$ cat src/rtl/counter_checker_sat_counter.sv
// Saturating up-counter; a clear on the same edge as an increment leaves the count at one.
module sat_counter #(
  parameter int W = 8
) (
  input  logic         clk,
  input  logic         rst_n,
  input  logic         i_clr,
  input  logic         i_inc,
  output logic [W-1:0] o_count
);

  logic [W-1:0] r_count;

  always_ff @(posedge clk or negedge rst_n) begin
    if (!rst_n) begin
      r_count <= '0;
    end else if (i_clr) begin
      r_count <= i_inc ? W'(1) : '0;
    end else if (i_inc && (r_count != '1)) begin
      r_count <= r_count + W'(1);
    end
  end

  assign o_count = r_count;

endmodule

$ cat config.mk
export PLATFORM = sky130hd
export DESIGN_NAME = sat_counter
export DESIGN_NICKNAME = d
export VERILOG_FILES = /design/src/rtl/counter_checker_sat_counter.sv
export SDC_FILE = /design/constraint.sdc
export NUM_CORES = 1
export LEC_CHECK = 0
export BUFFER_PORTS_ARGS = -buffer_cell sky130_fd_sc_hd__buf_2
export CAP_MARGIN = 5
export CORE_AREA = 5 5 42 44
export CTS_CLUSTER_DIAMETER = 200
export CTS_CLUSTER_SIZE = 16
export DETAILED_ROUTE_END_ITERATION = 8
export DIE_AREA = 0 0 47 49
export PLACE_DENSITY_LB_ADDON = 0.3
export SETUP_SLACK_MARGIN = 0.4
export SYNTH_ARGS = -nofsm -noshare
export SYNTH_HDL_FRONTEND = slang
export SYNTH_SLANG_ARGS = --single-unit
$ cat constraint.sdc
create_clock -name clk -period 2.3 [get_ports clk]
set_clock_uncertainty 0.1 [all_clocks]
set_input_delay 0.115 -clock clk [delete_from_list [all_inputs] [get_ports clk]]
set_output_delay 0.115 -clock clk [all_outputs]
set_load 0.005 [all_outputs]
==> results.sh, run 1 <==
export IMPL_status="complete, no violations"
export IMPL_port_buffers=11
export IMPL_synth_distinct_cells=27
export IMPL_fin_crit_sh=0.686
export IMPL_worstSetupStartpointType="flip-flop"
export IMPL_p_total_uw=291
export IMPL_cts_repair_resized=0
export IMPL_viasPerCell=5.39
export IMPL_grt_max_degree=12
export IMPL_syn_area_um2=473
export IMPL_synthMuxAreaShare=0.0212
export IMPL_ys_seq_elements=8
export IMPL_maxSlewHeadroom=0.810
export IMPL_cp_required_ps=2330
export IMPL_drt_pass1_iter_count=4
export IMPL_rsz0062_at_grt="no"
export IMPL_worstMarginPinSlew_ps=284
export IMPL_tns_ps=0
export IMPL_io_pins=12
export IMPL_yosysSeqAreaShare=0.423
export IMPL_wl_per_cell_um=13.2
export IMPL_die_x_um=47
export IMPL_fin_ws_ps=722
export IMPL_holdPathStages=3
export IMPL_finalHoldViolCount=0
export IMPL_synth_fp_nets=52
export IMPL_vias=410
export IMPL_routabilityCongestion=0.730
export IMPL_routed_wirelength_um=1000
export IMPL_syn_inst=47
export IMPL_synth_area_leader_cell="dfrtp_1"
export IMPL_max_freq_ghz=0.634
export IMPL_numClockSinks=8
export IMPL_syn_mean_instance_area_um2=10.1
export IMPL_synth_compound_area_frac=0.233
export IMPL_drive_above_1_share=0.317
export IMPL_design_area_um2=569
export IMPL_track_usage=0.105
export IMPL_drt_iter0_markers=9
export IMPL_largest_reg_flops=8
export IMPL_layout_common_cells="buf_2, dfrtp_1, a21oi_1"
export IMPL_cts_setup_buffers=0
export IMPL_p_leak_nw=0.261
export IMPL_antenna_found_initial=0
export IMPL_maxCapViolCount=0
export IMPL_antenna_left=0
export IMPL_grt_pass1_wl_um=1770
export IMPL_placed_area_um2=537
export IMPL_hold_end="o_count[0]$_DFFE_PN0P_"
export IMPL_cts_buffers_inserted=3
export IMPL_setup_viol=0
export IMPL_htreeDepth=1
export IMPL_r2r_cells=4
export IMPL_cts_buffer_depth=2
export IMPL_root_buffer="clkbuf_4"
export IMPL_num_rows=14
export IMPL_dieArea_mm2=0.00230
export IMPL_yosys_warnings=0
export IMPL_antenna_cells=0
export IMPL_dpl_hpwl_um=729
export IMPL_cp_arrival_ps=1600
export IMPL_p_per_area_mw_per_mm2=512
export IMPL_initial_utilization=0.338
export IMPL_crit_type="reg2reg"
export IMPL_r2r_start="o_count[0]$_DFFE_PN0P_"
export IMPL_yosysTopAreaCellShare=0.423
export IMPL_hp_class="in2reg"
export IMPL_synth_top_family_by_area="simple AND/OR/NAND/NOR gates"
export IMPL_final_common_cell="buf_2"
export IMPL_end_kind="flip-flop"
export IMPL_core_area_mm2=0.00140
export IMPL_r2r_end="o_count[5]$_DFFE_PN0P_"
export IMPL_cts_reportedPaths_clkPinSlew_ps=60
export IMPL_r2r_setup_slack_ps=720
export IMPL_synth_xor_area_frac=0
export IMPL_synth_area_leaders="dfrtp_1, a21oi_1, nand2b_1, a2111oi_2, and3_1"
export IMPL_synthSimpleGateAreaFrac=0.257
export IMPL_gr_total_overflow=0
export IMPL_hp_start="i_inc"
export IMPL_die_y_um=49
export IMPL_first_global_vias=384
export IMPL_critPathMaxFanout=5
export IMPL_area_growth_pct=20.4
export IMPL_maxSlewViolCount=0
export IMPL_yosys_area_share_adder=0.0265
export IMPL_pre_cts_ws_ps=742
export IMPL_drc=0
export IMPL_clk_latency_ps=250
export IMPL_tritoncts="yes"
export IMPL_vdd_ir_drop_max_uv=220
export IMPL_final_min_clock_period_ps=1580
export IMPL_layout_nets=67
[per-stage QoR]
stage                      util  instances  hold WS, ps
after floorplan               -         47         -281
after global placement    0.383         72         -130
after detailed placement  0.383         72         -129
after CTS                 0.406         76         41.7
after global routing      0.406         76         68.1
final                     0.406         76         51.1
[worst max-delay path, stage by stage, from the launching register on]
cell and delay [ps]:
dfrtp_1 420, ha_1 240, and3_1 230, a2111oi_2 370, nor3b_1 90
[what timing repair did]
action / 4_1_cts / 5_1_grt
hold buffers: 1 / 0
endpoints found under the hold margin: 8 / 0
setup endpoints to repair: 0 / 0
[cells by family (layout without fill, tap and decap cells)]
group	after synthesis	count (layout)
muxes	1	1
adders and majority gates	1	1
and+or+nand+nor	18	18
AOI/OAI and AO/OA	15	15
buffers and inverters	4	17
DFF	8	8
[how the worst max path moves through the flow]
stage	start	endpoint	slack [ps]
global placement	o_count[0]$_DFFE_PN0P_	o_count[5]$_DFFE_PN0P_	780
floorplan	o_count[0]$_DFFE_PN0P_	o_count[5]$_DFFE_PN0P_	800
detailed placement	o_count[0]$_DFFE_PN0P_	o_count[5]$_DFFE_PN0P_	740
global route	o_count[0]$_DFFE_PN0P_	o_count[5]$_DFFE_PN0P_	640
finish	o_count[0]$_DFFE_PN0P_	o_count[5]$_DFFE_PN0P_	720
CTS	o_count[0]$_DFFE_PN0P_	o_count[5]$_DFFE_PN0P_	720
[report_power, final]
group	total, mW	internal (mW)	switching (mW)
Combinational	0.0304	0.0147	0.0157
Clock	0.108	0.0597	0.0481
Sequential	0.153	0.146	0.00689
[cell type report]
type,instances,area (um^2)
Multi-Input combinational cell,35,254
Tap cell,16,20.0
Sequential cell,8,200
Clock buffer,3,22.5
Inverter,2,7.51
Timing Repair Buffer,12,65.1
Fill cell,146,832
[cell usage after synthesis]
master,number
dfrtp_1,8
a21oi_1,5
nand2b_1,4
nand2_1,3
and3_1,2
inv_1,2
o21ai_0,2
or3_1,2
a2111oi_2,1
a211o_1,1
a211oi_1,1
a21boi_2,1
a311oi_1,1
a41oi_1,1
and4_4,1
and4bb_2,1
buf_4,1
clkbuf_1,1
ha_1,1
mux2i_1,1
nand3_1,1
nand4_1,1
nand4_2,1
nor3_1,1
nor3b_1,1
o211ai_1,1
o31ai_1,1
[routing by layer]
layer	vias up	GRT usage	routed length, um
met5	-	0	0
met1	188	0.143	443
met2	11	0.143	490
li1	211	-	-
met3	0	0.0554	65
met4	0	0.0276	0
No activity file was read; power rests on OpenSTA's default activity.
==> run 2, diff against run 1 <==
--- a/config.mk
+++ b/config.mk
@@ -5,6 +5,7 @@
 export SDC_FILE = /design/constraint.sdc
 export NUM_CORES = 1
 export LEC_CHECK = 0
+export ABC_AREA = 1
 export BUFFER_PORTS_ARGS = -buffer_cell sky130_fd_sc_hd__buf_2
 export CAP_MARGIN = 5
 export CORE_AREA = 5 5 42 44
==> constraint.sdc (replaced) <==
create_clock -name clk -period 1.6 [get_ports clk]
set_clock_uncertainty 0.1 [all_clocks]
set_input_delay 0.08 -clock clk [delete_from_list [all_inputs] [get_ports clk]]
set_output_delay 0.08 -clock clk [all_outputs]
set_load 0.005 [all_outputs]
==> run 2 against run 1 <==
Routed wire length grew 15%. Sequential cell count unchanged. Maximum frequency rose by 21%. Register-to-register slack got worse by 420 ps. Critical path depth up 3. Synthesized cell count rose by 47%. Setup slack worse by 420 ps. Combinational power increased to 2.5 times the previous value. Non-clock buffer count increased by 2. Utilization is 7.9 points higher. Worst hold slack got worse by 36 ps. Cell area up 19%. Highest routed layer is now met4.
==> results.sh, run 2 <==
export IMPL_cp_startpoint="o_count[0]$_DFFE_PN0P_"
export IMPL_maxSlewViolCount=0
export IMPL_final_min_clock_period_ps=1300
export IMPL_syn_inst=69
export IMPL_cp_arrival_ps=1340
export IMPL_critPathMaxFanout=8
export IMPL_routabilityCongestion=0.798
export IMPL_htreeDepth=1
export IMPL_vdd_ir_drop_max_uv=411
export IMPL_hp_start="i_clr"
export IMPL_synth_area_leaders="dfrtp_1, nand2_1, nand3_1, inv_1, nor2_1"
export IMPL_die_y_um=49
export IMPL_drt_iter0_markers=4
export IMPL_async_flop_share=1.00
export IMPL_grt_pass1_wl_um=1970
export IMPL_cts_buffer_depth=2
export IMPL_crit_buf_inv=0
export IMPL_gr_total_overflow=0
export IMPL_worstMarginPinSlew_ps=319
export IMPL_synth_distinct_cells=18
export IMPL_worstSetupStartpointType="flip-flop"
export IMPL_crit_family="flip-flops"
export IMPL_max_freq_ghz=0.770
export IMPL_yosysSeqAreaShare=0.386
export IMPL_dieArea_mm2=0.00230
export IMPL_cp_common_cell="nand2_4"
export IMPL_synth_edf_count=0
export IMPL_setup_viol=0
export IMPL_syn_mean_instance_area_um2=7.53
export IMPL_root_buffer="clkbuf_4"
export IMPL_hold_end="o_count[0]$_DFFE_PN0P_"
export IMPL_clk_latency_ps=250
export IMPL_ys_seq_elements=8
export IMPL_dpl_hpwl_um=824
export IMPL_synth_area_leader_cell="dfrtp_1"
export IMPL_antenna_cells=0
export IMPL_r2r_start="o_count[0]$_DFFE_PN0P_"
export IMPL_syn_area_um2=519
export IMPL_drive_above_1_share=0.337
export IMPL_design_area_um2=679
export IMPL_holdPathStages=3
export IMPL_utilization=0.485
export IMPL_first_global_vias=431
export IMPL_die_x_um=47
export IMPL_cts_reportedPaths_clkPinSlew_ps=50
export IMPL_status="complete, no violations"
export IMPL_layout_common_cells="nand2_1, buf_2, nand3_1"
export IMPL_end_kind="flip-flop"
export IMPL_r2r_setup_slack_ps=300
export IMPL_final_common_cell="nand2_1"
export IMPL_fin_crit_sh=0.812
export IMPL_synthFlopType="dfrtp_1"
export IMPL_p_leak_nw=0.381
export IMPL_crit_type="reg2reg"
export IMPL_maxCapViolCount=0
export IMPL_cp_slowest_cell="dfrtp_1"
export IMPL_drt_pass1_iter_count=4
export IMPL_yosysMostFrequentCell="nand2_1"
export IMPL_synth_common_cells="nand2_1, nand3_1, dfrtp_1, inv_1, nor2_1"
export IMPL_path_cells="ha_4 > nand2_4 > nor2_4 > nand2_4 > nand2_8 > o21ai_2 > nor2_1"
export IMPL_yosys_warnings=0
export IMPL_synth_fp_nets=74
export IMPL_numClockSinks=8
export IMPL_drc=0
export IMPL_core_area_mm2=0.00140
export IMPL_tns_ps=0
export IMPL_yosysTopAreaCellShare=0.386
export IMPL_r2r_cells=7
export IMPL_maxSlewHeadroom=0.786
export IMPL_grt_max_degree=11
export IMPL_rsz0062_at_grt="yes"
export IMPL_tritoncts="yes"
export IMPL_wl_per_cell_um=11.3
export IMPL_placed_area_um2=614
export IMPL_port_buffers=11
export IMPL_routed_wirelength_um=1150
export IMPL_r2r_end="o_count[2]$_DFFE_PN0P_"
export IMPL_finalHoldViolCount=0
export IMPL_hp_class="in2reg"
export IMPL_area_growth_pct=30.8
export IMPL_vias=503
export IMPL_initial_utilization=0.371
export IMPL_p_per_area_mw_per_mm2=658
export IMPL_antenna_left=0
export IMPL_io_pins=12
export IMPL_crit_path_max_incr_delay_ps=410
export IMPL_cp_required_ps=1640
export IMPL_viasPerCell=4.93
export IMPL_largest_reg_flops=8
export IMPL_layout_nets=93
export IMPL_antenna_found_initial=0
export IMPL_cts_buffers_inserted=3
export IMPL_num_rows=14
export IMPL_track_usage=0.124
-- run 2: changes by cell type after synthesis, sizes merged, moves of 2 or more --
cell and change:
nand3 +9, a21oi -3, nor2 +9, nand2 +20, inv +6, or3 -2
nand2b -4, and3 -2
-- run 2: worst max-delay path by stage --
stage	endpoint	cells past startpoint
global placement	o_count[3]$_DFFE_PN0P_	8
detailed placement	o_count[3]$_DFFE_PN0P_	8
global route	o_count[3]$_DFFE_PN0P_	8
CTS	o_count[3]$_DFFE_PN0P_	8
finish	o_count[2]$_DFFE_PN0P_	7
floorplan	o_count[3]$_DFFE_PN0P_	8
-- run 2: cell type report --
cell class,count,area (um^2)
flip-flops and latches,8,200
multi-input cells,52,323
clock buffers,3,22.5
well taps,16,20.0
inverters,9,33.8
repair buffers,14,80.1
fillers,141,722
-- run 2: power breakdown --
group	switching (mW)	internal (mW)
logic	0.0419	0.0344
clock network	0.0665	0.0857
registers	0.00879	0.210
-- run 2: routing by layer --
layer	vias up	routed length, um	global-route usage
li1	258	-	-
met1	233	535	0.164
met2	8	532	0.156
met3	4	48	0.0443
met4	0	36	0.0968
met5	-	0	0
-- run 2: logic make-up (layout without fill, tap and decap cells) --
logic type / count (synthesis) / after routing / share of synthesized area
simple gates: 45 / 45 / 0.441
buf+inv: 9 / 26 / 0.0651
flops: 8 / 8 / 0.386
compound gates: 5 / 5 / 0.0675
fa+ha+maj: 1 / 1 / 0.0241
xor+xnor: 1 / 1 / 0.0169
-- run 2: timing repair --
action | CTS | global route
hold buffers | 1 | 0
pin swaps | 6 | 1
hold endpoints to repair | 8 | 0
resized for setup | 4 | 0
buffers inserted | 2 | 0
endpoints found under the setup margin | 8 | 8
-- run 2: worst reg2reg max path: stages, from the launching register on --
cell and delay, ps:
dfrtp_1 410, ha_4 180, nand2_4 100, nor2_4 50, nand2_4 90, nand2_8 80
o21ai_2 140, nor2_1 50
-- run 2: metrics by stage --
step	power [mW]	cells	hold WS (ps)	worst slack, ps
4_1_cts	0.450	102	16.8	309
3_5_place_dp	0.278	96	-167	208
2_1_floorplan	0.251	69	-316	261
5_1_grt	0.481	102	22.5	218
3_3_place_gp	0.277	96	-168	219
6_report	0.447	102	14.9	301
